[src/rtl/task_trace_logger.sv]
// Scheduler trace logger: run-length encodes the running task id into
// {id, start_cycle, run_len} records and buffers them in a small FIFO.
// Optional build macro TRACE_IDLE_EN also logs idle stretches as records.
module task_trace_logger #(
  parameter int          FIFO_DEPTH = 8,
  parameter logic [15:0] IDLE_ID    = 16'hFFFF
) (
  input  logic        clk,
  input  logic        rst,
  input  logic [15:0] task_id,
  input  logic        flush,
  input  logic        rec_ready,
  output logic        rec_valid,
  output logic [31:0] rec_data,
  output logic        ovf,
  output logic [7:0]  drop_cnt,
  output logic [15:0] switch_cnt
);

  localparam int AW = (FIFO_DEPTH > 1) ? $clog2(FIFO_DEPTH) : 1;
  localparam int CW = AW + 1;
  localparam logic [CW-1:0] DEPTH_C = CW'(FIFO_DEPTH);

  typedef enum logic {S_IDLE, S_TRACK} state_t;

  state_t      state_reg, state_next;
  logic [15:0] cur_id_reg, cur_id_next;
  logic [7:0]  start_reg, start_next;
  logic [7:0]  len_reg, len_next;
  logic [7:0]  cyc_reg;

  logic        loggable;
  logic        push_req;
  logic [31:0] push_data;
  logic        switch_inc;

`ifdef TRACE_IDLE_EN
  assign loggable = 1'b1;
`else
  assign loggable = (task_id != IDLE_ID);
`endif

  always_ff @(posedge clk) begin
    if (rst) begin
      state_reg  <= S_IDLE;
      cur_id_reg <= 16'd0;
      start_reg  <= 8'd0;
      len_reg    <= 8'd0;
      cyc_reg    <= 8'd0;
    end else begin
      state_reg  <= state_next;
      cur_id_reg <= cur_id_next;
      start_reg  <= start_next;
      len_reg    <= len_next;
      cyc_reg    <= cyc_reg + 8'd1;
    end
  end

  always_comb begin
    state_next  = state_reg;
    cur_id_next = cur_id_reg;
    start_next  = start_reg;
    len_next    = len_reg;
    push_req    = 1'b0;
    push_data   = {cur_id_reg, start_reg, len_reg};
    switch_inc  = 1'b0;
    case (state_reg)
      S_IDLE: begin
        if (loggable) begin
          state_next  = S_TRACK;
          cur_id_next = task_id;
          start_next  = cyc_reg;
          len_next    = 8'd1;
        end
      end
      S_TRACK: begin
        if (flush) begin
          push_req   = 1'b1;
          state_next = S_IDLE;
        end else if (task_id == cur_id_reg && len_reg != 8'hFF) begin
          len_next = len_reg + 8'd1;
        end else begin
          // Either a different id or a saturated run: close and maybe reopen.
          push_req = 1'b1;
          if (loggable) begin
            cur_id_next = task_id;
            start_next  = cyc_reg;
            len_next    = 8'd1;
            switch_inc  = (task_id != cur_id_reg) && (cur_id_reg != IDLE_ID)
                          && (task_id != IDLE_ID);
          end else begin
            state_next = S_IDLE;
          end
        end
      end
      default: state_next = S_IDLE;
    endcase
  end

  logic [31:0]   mem [FIFO_DEPTH];
  logic [AW-1:0] wr_ptr_reg, rd_ptr_reg, rd_ptr_next;
  logic [CW-1:0] count_reg, count_next;
  logic          rec_valid_reg;
  logic [31:0]   rec_data_reg;
  logic          ovf_reg;
  logic [7:0]    drop_cnt_reg;
  logic [15:0]   switch_cnt_reg;
  logic          pop, full, push_ok, drop;

  assign pop     = rec_valid_reg && rec_ready;
  assign full    = (count_reg == DEPTH_C);
  assign push_ok = push_req && (!full || pop);
  assign drop    = push_req && !push_ok;

  always_comb begin
    count_next  = count_reg;
    rd_ptr_next = rd_ptr_reg;
    if (push_ok && !pop)
      count_next = count_reg + CW'(1);
    else if (!push_ok && pop)
      count_next = count_reg - CW'(1);
    if (pop)
      rd_ptr_next = rd_ptr_reg + AW'(1);
  end

  always_ff @(posedge clk) begin
    if (!rst && push_ok)
      mem[wr_ptr_reg] <= push_data;
  end

  always_ff @(posedge clk) begin
    if (rst) begin
      wr_ptr_reg     <= '0;
      rd_ptr_reg     <= '0;
      count_reg      <= '0;
      rec_valid_reg  <= 1'b0;
      rec_data_reg   <= 32'd0;
      ovf_reg        <= 1'b0;
      drop_cnt_reg   <= 8'd0;
      switch_cnt_reg <= 16'd0;
    end else begin
      if (push_ok)
        wr_ptr_reg <= wr_ptr_reg + AW'(1);
      rd_ptr_reg    <= rd_ptr_next;
      count_reg     <= count_next;
      rec_valid_reg <= (count_next != '0);
      // Head register: bypass the record being written when it becomes the head.
      if (count_next != '0)
        rec_data_reg <= (push_ok && wr_ptr_reg == rd_ptr_next) ? push_data
                                                               : mem[rd_ptr_next];
      if (drop) begin
        ovf_reg <= 1'b1;
        if (drop_cnt_reg != 8'hFF)
          drop_cnt_reg <= drop_cnt_reg + 8'd1;
      end
      if (switch_inc)
        switch_cnt_reg <= switch_cnt_reg + 16'd1;
    end
  end

  assign rec_valid  = rec_valid_reg;
  assign rec_data   = rec_data_reg;
  assign ovf        = ovf_reg;
  assign drop_cnt   = drop_cnt_reg;
  assign switch_cnt = switch_cnt_reg;

endmodule

[config.mk]
export PLATFORM = sky130hd
export DESIGN_NAME = task_trace_logger
export DESIGN_NICKNAME = d
export VERILOG_FILES = /design/src/rtl/task_trace_logger.sv
export SDC_FILE = /design/constraint.sdc
export NUM_CORES = 1
export LEC_CHECK = 0
export BUFFER_PORTS_ARGS = -buffer_cell sky130_fd_sc_hd__buf_2
export CAP_MARGIN = 40
export CELL_PAD_IN_SITES_DETAIL_PLACEMENT = 0
export CELL_PAD_IN_SITES_GLOBAL_PLACEMENT = 1
export CORE_ASPECT_RATIO = 1.5
export CORE_MARGIN = 2
export CORE_UTILIZATION = 47
export DETAILED_ROUTE_END_ITERATION = 8
export MAX_ROUTING_LAYER = met4
export PLACE_DENSITY_LB_ADDON = 0.1
export SKIP_CTS_REPAIR_TIMING = 1
export SYNTH_ARGS = -nofsm -noshare
export SYNTH_HDL_FRONTEND = slang
export SYNTH_SLANG_ARGS = --single-unit
[constraint.sdc]
create_clock -name clk -period 9.6 [get_ports clk]
set_input_delay 0.48 -clock clk [delete_from_list [all_inputs] [get_ports clk]]
set_output_delay 0.48 -clock clk [all_outputs]
set_load 0.1 [all_outputs]
# [After elaboration in Yosys (flattened, before gate mapping)]
# Memories as Yosys holds them, arrays and structs flattened. A register that Yosys moved wholly into a read port is not among the register bits.
# Index checks and enable logic that the tools add are counted.
[classes] n_eq_ne=9 n_bitwise=1 reduce_logical=17 muxes=28 add_sub_neg=8
[ops] op="2-to-1 mux 16 bit" n=3
[ops] op="2-to-1 mux 8 bit" n=6
[ops] op="inequality test 16 bit, second input constant" n=2
[ops] op="one-hot mux 16 bit (2 select lines)" n=1
[ops] op="one-hot mux 8 bit (2 select lines)" n=2
[ops] op="adder 8 x 1 -> 8 bit, second input constant" n=3
[ops] op="adder 16 x 1 -> 16 bit, second input constant" n=1
[ops] op="equality test 16 bit" n=1
[ops] op="inequality test 16 bit" n=1
[ops] op="inequality test 8 bit, second input constant" n=2
[ops] op="2-to-1 mux 1 bit" n=12
[ops] op="logical AND 1 bit" n=9
[ops] op="2-to-1 mux 4 bit" n=2
[ops] op="adder 3 x 1 -> 3 bit, second input constant" n=2
[ops] op="adder 4 x 1 -> 4 bit, second input constant" n=1
[ops] op="equality test 4 bit, second input constant" n=1
[ops] op="zero test 1 bit" n=4
[ops] op="inequality test 2 bit, second input constant" n=2
[ops] op="AND reduction 2 bit" n=2
[ops] op="nonzero test 4 bit" n=1
[ops] op="subtractor 4 x 1 -> 4 bit, second input constant" n=1
[ops] op="2-to-1 mux 3 bit" n=1
[ops] op="one-hot mux 1 bit (2 select lines)" n=1
[ops] op="logical OR 1 bit" n=1
[ops] op="inverter 1 bit" n=1
[word_totals] ff_bits=77 mem_count=1 input_bits=20 word_cells=76 ramBits=256
[mem_list] memory="mem" words=8 word_bits=32 rd=1 rd_ports_with_merged_regs=1 wr=1 line_no="100" text="logic [31:0] mem [FIFO_DEPTH];"

# [Longest topological paths before layout]
[logic_depth] word_depth=11 ltp_mapped=12 ltp_nobuf=10

# [Worst setup path before layout]
# OpenSTA, ideal clock, no wires.
[synth_timing] path_kind="register to register" start="register rec_valid_reg (netlist: rec_valid)" end="memory mem[0][0] (enable)" path_slack_ns=4.235 n_path_buf=1 path_stages_with_launch=7 period_less_slack_ns=5.365 arrival_time_ns=4.864 cell_sequence="dfxtp_1 > and2_1 > buf_6 > nor3_1 > nor2_1 > nand2_1 > nor4_1"
[synth_between] elab_chain_len=6
[synth_lines] element="start, declared" line_no="103" text="logic rec_valid_reg;"
[synth_lines] element="start signal, assigned" line_no="146" text="rec_valid_reg <= (count_next != '0);"
[synth_lines] element="logical AND 1 bit" line_no="110" text="assign pop = rec_valid_reg && rec_ready;"
[synth_lines] element="logical OR 1 bit" line_no="112" text="assign push_ok = push_req && (!full || pop);"
[synth_lines] element="logical AND 1 bit" line_no="112"
[synth_lines] element="logical AND 1 bit" line_no="127" text="if (!rst && push_ok)"
[synth_lines] element="2-to-1 mux 1 bit" line_no="127"
[synth_lines] element="2-to-1 mux 1 bit (not written as such)" line_no="128" text="mem[wr_ptr_reg] <= push_data;"
[synth_lines] element="end, declared" line_no="100"
# No other way between the ends.

# [Worst setup path in the final report]
[layout_timing] start="register len_reg[0]" end="memory mem[1][7] (enable)"
[layout_between] elab_chain_len=9
[layout_lines] element="start, declared" line_no="29" text="logic [7:0] len_reg, len_next;"
[layout_lines] element="start signal, assigned" line_no="54" text="len_reg <= len_next;"
[layout_lines] element="inequality test 8 bit" line_no="80" text="end else if (task_id == cur_id_reg && len_reg != 8'hFF) begin"
[layout_lines] element="logical AND 1 bit" line_no="80"
[layout_lines] element="2-to-1 mux 1 bit" line_no="80"
[layout_lines] element="2-to-1 mux 1 bit" line_no="77" text="if (flush) begin"
[layout_lines] element="2-to-1 mux 1 bit" line_no="67" text="case (state_reg)"
[layout_lines] element="logical AND 1 bit" line_no="112"
[layout_lines] element="logical AND 1 bit" line_no="127"
[layout_lines] element="2-to-1 mux 1 bit" line_no="127"
[layout_lines] element="2-to-1 mux 1 bit (not written as such)" line_no="128"
# No other way between the ends.

==> reports/results.md <==
| Group | Parameter | Reported |
|---|---|---|
| synth | Async S/R FF share, synth | 0 |
| timing | Transition at the pin with the smallest max-transition slack | 793 ps |
| clock network | TritonCTS clock tree | done |
| clock network | Number of sinks on the clock net | 365 |
| power and ir drop | Net switching power figure | 1200 uW |
| synth | Number of synthesis warnings | 0 |
| placement | Dpl cells | 1417 |
| layout | Count of non-filler cells in the finished layout | 1480 |
| timing | Highest attainable clock frequency | 260 MHz |
| layout | Total inserted antenna cells | 0 |
| routing | Routed Antenna Nets | 0 |
| clock network | Number of clock buffers inserted by TritonCTS | 35 |
| power and ir drop | Worst ir drop on vdd | 0.000144 V |
| clock network | Root Driver | sky130_fd_sc_hd__clkbuf_16 |
| power and ir drop | Cell-internal power | 2840 uW |
| global routing | Largest net degree at the start of global routing | 53 |
| worst hold path | Hold Crit Class | in2reg |
| flow run | Max cap viols | 0 |
| timing | Final-report max-slew violation count | 0 |
| layout | Area delta synth->final | 14.6% |
| critical path | Element type at the critical path start | register |
| synth | Main combinational cell family by area after synthesis | multiplexers |
| routing | Number of vias in the routed layout | 8296 |
| floorplanning | Effective utilization at floorplan | 0.477 |
| power and ir drop | Power per cell area | 238 nW/um^2 |
| floorplanning | Area enclosed by the die boundary | 33000 um^2 |
| global routing | Number of global-route vias before repair | 8467 |
| critical path | Category of the worst setup path capture point | register |
| timing | Number of failing setup endpoints in the final timing report | 0 |
| routing | Wire length per cell | 22.1 um |
| clock network | Count of H-tree levels built during CTS | 2 |
| layout | Share of final-layout standard cells stronger than drive strength 1 | 0.235 |
| outcome | Outcome | finished, final reports clean |
| timing | Worst setup skew after layout | 12.0 ps |
| floorplanning | Die extent in x | 149 um |
| timing | Final hold slack | 244 ps |
| timing | Hold violation count in the final report | 0 |
| placement | Detailed Place HPWL | 19.9 mm |
| critical path | Data required time of the critical path | 9760 ps |
| synth | Synthesized net count | 987 |
| critical path | Crit path max fanout | 25 |
| clock network | Worst-skew pair later-pin latency | 520 ps |
| synth | Fraction of the mapped netlist area in adder cells | 0.00676 |
| synth | Post-synthesis xor/xnor area fraction | 0.0272 |
| synth | Area fraction in compound gates after synthesis | 0.0417 |
| power and ir drop | Part of the power in the clock network | 0.343 |
| layout | Design Area, Final | 17000 um^2 |
| power and ir drop | Share of total power in sequential cells | 0.446 |
| routing | Detailed-routing iteration count for the pre-antenna-repair pass | 5 |
| critical path | Arrival @ worst endpoint | 4010 ps |
| routing | Number of DRC violations after detailed-routing iteration 0 | 459 |
| timing | Unrepaired setup endpoints after global routing | no |
| layout | Fill cell instance count of the final layout | 2591 |
| timing | Time the final worst path needs with I/O delays and setup | 3850 ps |
| power and ir drop | Logic gate share of total power | 0.211 |
| critical path | Kind of critical path | reg2reg |
| placement | IO buf count | 77 |
| power and ir drop | Switching power share of the total | 0.297 |
| timing | Final TNS setup | 0 ps |
| layout | Number of nets in the layout | 1077 |
| synth | Yosys top cell by area | sky130_fd_sc_hd__edfxtp_1 |
| floorplanning | Area of the core | 31000 um^2 |
| placement | Area after detailed placement | 15800 um^2 |
| clock network | Number of buffers between clock root and the deepest sink | 3 |
| global routing | All-layer global routing usage | 0.210 |
| floorplanning | Die Y | 221 um |
| synth | Post-synthesis mux area share | 0.162 |
| power and ir drop | Leak Pwr | 0.00628 uW |
| floorplanning | Site Rows | 79 |
| routing | Vias/cell | 5.61 |
| synth | Cells after Synth | 959 |
| synth | Register area share after synthesis | 0.667 |
| placement | Weighted congestion at the end of routability-driven global placement | 0.760 |
| timing | Final period utilization | 0.401 |
| global routing | Initial antenna violation count | 0 |
| clock network | Worst-path clk slew | 60 ps |
| global routing | Global-route wire length before repair | 50.8 mm |
| synth | Share of the synthesized area in the top cell type | 0.519 |
| floorplanning | Ports | 78 |
| synth | Number of unique standard cell types used by synthesis | 57 |
| global routing | Overflow left after global routing | 0 |
| synth | Flops & latches, synth | 365 |
| synth | Synthesized area divided by synthesized cell count | 15.4 um^2 |
| synth | Area contributors post-synth | sky130_fd_sc_hd__edfxtp_1 (52%), sky130_fd_sc_hd__dfxtp_1 (15%), sky130_fd_sc_hd__mux4_2 (9.7%) |
| timing | Relative slew slack | 0.470 |
| routing | DRC viols | 0 |
| synth | Main flop type after synthesis | sky130_fd_sc_hd__edfxtp_1 |
| synth | Number of synthesized flops with an enable pin | 256 |
| synth | Area fraction in and, or, nand and nor cells after synthesis | 0.0785 |
| layout | Max reg flops | 256 |
| routing | WL final | 32.7 mm |
| synth | Synthesized area | 14800 um^2 |
-- synth_stat cells, types with 4 or more instances --
cell                         n
sky130_fd_sc_hd__nor2_1     75
sky130_fd_sc_hd__nand2_1    75
sky130_fd_sc_hd__xor2_1     39
sky130_fd_sc_hd__edfxtp_1  256
sky130_fd_sc_hd__mux4_2     64
sky130_fd_sc_hd__nor4_2      4
sky130_fd_sc_hd__mux2i_1    79
sky130_fd_sc_hd__buf_6       4
sky130_fd_sc_hd__o31ai_1     7
sky130_fd_sc_hd__nor4_1      4
sky130_fd_sc_hd__and2_1      4
sky130_fd_sc_hd__mux2_2     12
sky130_fd_sc_hd__or3_1       6
sky130_fd_sc_hd__a21oi_1    21
sky130_fd_sc_hd__and3_1     12
sky130_fd_sc_hd__o21ai_0    12
sky130_fd_sc_hd__nand4_1    21
sky130_fd_sc_hd__o211ai_1   26
sky130_fd_sc_hd__inv_1       5
sky130_fd_sc_hd__buf_2      10
sky130_fd_sc_hd__dfxtp_1   109
sky130_fd_sc_hd__nand3b_1    4
sky130_fd_sc_hd__ha_1        8
sky130_fd_sc_hd__nand3_1    13
sky130_fd_sc_hd__nor3_1      9
sky130_fd_sc_hd__xnor2_1     7
sky130_fd_sc_hd__clkbuf_1   30
-- worst paths after layout --
| check | start | endpoint | slack (ps) | cells after the start |
|---|---|---|---|---|
| max | len_reg[0] | mem[1][7] | 5750 | 9 |
| min | task_id[12] | cur_id_reg[12] | 240 | 3 |
| max reg2reg | len_reg[0] | mem[1][7] | 5750 | 9 |
| min reg2reg | rec_data[20] | rec_data[20] | 460 | 2 |
-- layout by cell type, fill, tap and decap left out, types with 3 or more instances in the layout --
| master | n |
|---|---|
| sky130_fd_sc_hd__a21oi_1 | 21 |
| sky130_fd_sc_hd__a31oi_1 | 3 |
| sky130_fd_sc_hd__and2_1 | 4 |
| sky130_fd_sc_hd__and3_1 | 12 |
| sky130_fd_sc_hd__buf_2 | 77 |
| sky130_fd_sc_hd__buf_4 | 20 |
| sky130_fd_sc_hd__bufinv_16 | 3 |
| sky130_fd_sc_hd__clkbuf_1 | 14 |
| sky130_fd_sc_hd__clkbuf_16 | 37 |
| sky130_fd_sc_hd__clkbuf_8 | 4 |
| sky130_fd_sc_hd__dfxtp_1 | 109 |
| sky130_fd_sc_hd__edfxtp_1 | 256 |
| sky130_fd_sc_hd__ha_1 | 8 |
| sky130_fd_sc_hd__inv_1 | 5 |
| sky130_fd_sc_hd__mux2_2 | 12 |
| sky130_fd_sc_hd__mux2i_1 | 78 |
| sky130_fd_sc_hd__mux4_2 | 64 |
| sky130_fd_sc_hd__nand2_1 | 75 |
| sky130_fd_sc_hd__nand2b_1 | 3 |
| sky130_fd_sc_hd__nand3_1 | 13 |
| sky130_fd_sc_hd__nand3b_1 | 4 |
| sky130_fd_sc_hd__nand4_1 | 21 |
| sky130_fd_sc_hd__nor2_1 | 72 |
| sky130_fd_sc_hd__nor2_4 | 3 |
| sky130_fd_sc_hd__nor2b_1 | 3 |
| sky130_fd_sc_hd__nor3_1 | 5 |
| sky130_fd_sc_hd__nor3_4 | 4 |
| sky130_fd_sc_hd__nor4_1 | 3 |
| sky130_fd_sc_hd__nor4_2 | 5 |
| sky130_fd_sc_hd__o211ai_1 | 26 |
| sky130_fd_sc_hd__o21a_1 | 3 |
| sky130_fd_sc_hd__o21ai_0 | 12 |
| sky130_fd_sc_hd__o31ai_1 | 7 |
| sky130_fd_sc_hd__or3_1 | 6 |
| sky130_fd_sc_hd__xnor2_1 | 6 |
| sky130_fd_sc_hd__xor2_1 | 38 |
-- power groups by stage --
stage	Combinational, uW	Clock [uW]	Sequential [uW]
2_1_floorplan	403	0	2130
3_3_place_gp	856	0	1830
3_5_place_dp	867	0	1840
4_1_cts	868	1420	1800
5_1_grt	908	1480	1810
6_report	853	1380	1800
-- critical path, stage by stage (launching register included) --
cell and delay [ps]:
sky130_fd_sc_hd__dfxtp_1 540, sky130_fd_sc_hd__ha_1 250, sky130_fd_sc_hd__and3_1 260, sky130_fd_sc_hd__nand2_1 120, sky130_fd_sc_hd__o21bai_1 290, sky130_fd_sc_hd__o21ai_4 150
sky130_fd_sc_hd__nor2_1 300, sky130_fd_sc_hd__nand3_1 340, sky130_fd_sc_hd__nor3_2 690, sky130_fd_sc_hd__buf_4 520
-- kinds of logic (layout without fill, tap and decap cells) --
kind of cell	count (synthesis)	after routing
and+or+nand+nor	241	241
adders and majority gates	8	8
AOI/OAI and AO/OA	87	87
muxes	158	158
buffers and inverters	54	170
xor gates and xnor gates	46	46
DFF	365	365
-- metal layers --
layer / vias to the layer above / track usage / share of wire
met5: - / - / 0
met4: 0 / 0.0544 / 0.020
met1: 4238 / 0.271 / 0.43
met3: 47 / 0.0274 / 0.031
li1: 3865 / - / -
met2: 146 / 0.352 / 0.52
-- stage by stage --
stage	util	setup slack, ps	total power, uW
floorplan	-	4230	2530
global placement	0.507	5660	2690
detailed placement	0.509	5700	2700
CTS	0.546	5680	4090
global route	0.546	5370	4200
finish	0.546	5750	4040
-- area by class of cell --
cell class	count	area (um^2)	area share
Sequential cell	365	9870	0.582
Multi-Input combinational cell	540	4790	0.283
Clock buffer	55	1030	0.0609
Timing Repair Buffer	101	618	0.0364
Tap cell	405	507	0.0299
Clock inverter	8	115	0.00679
Inverter	6	22.5	0.00133
Note: power is estimated with default switching activity, not from simulation.
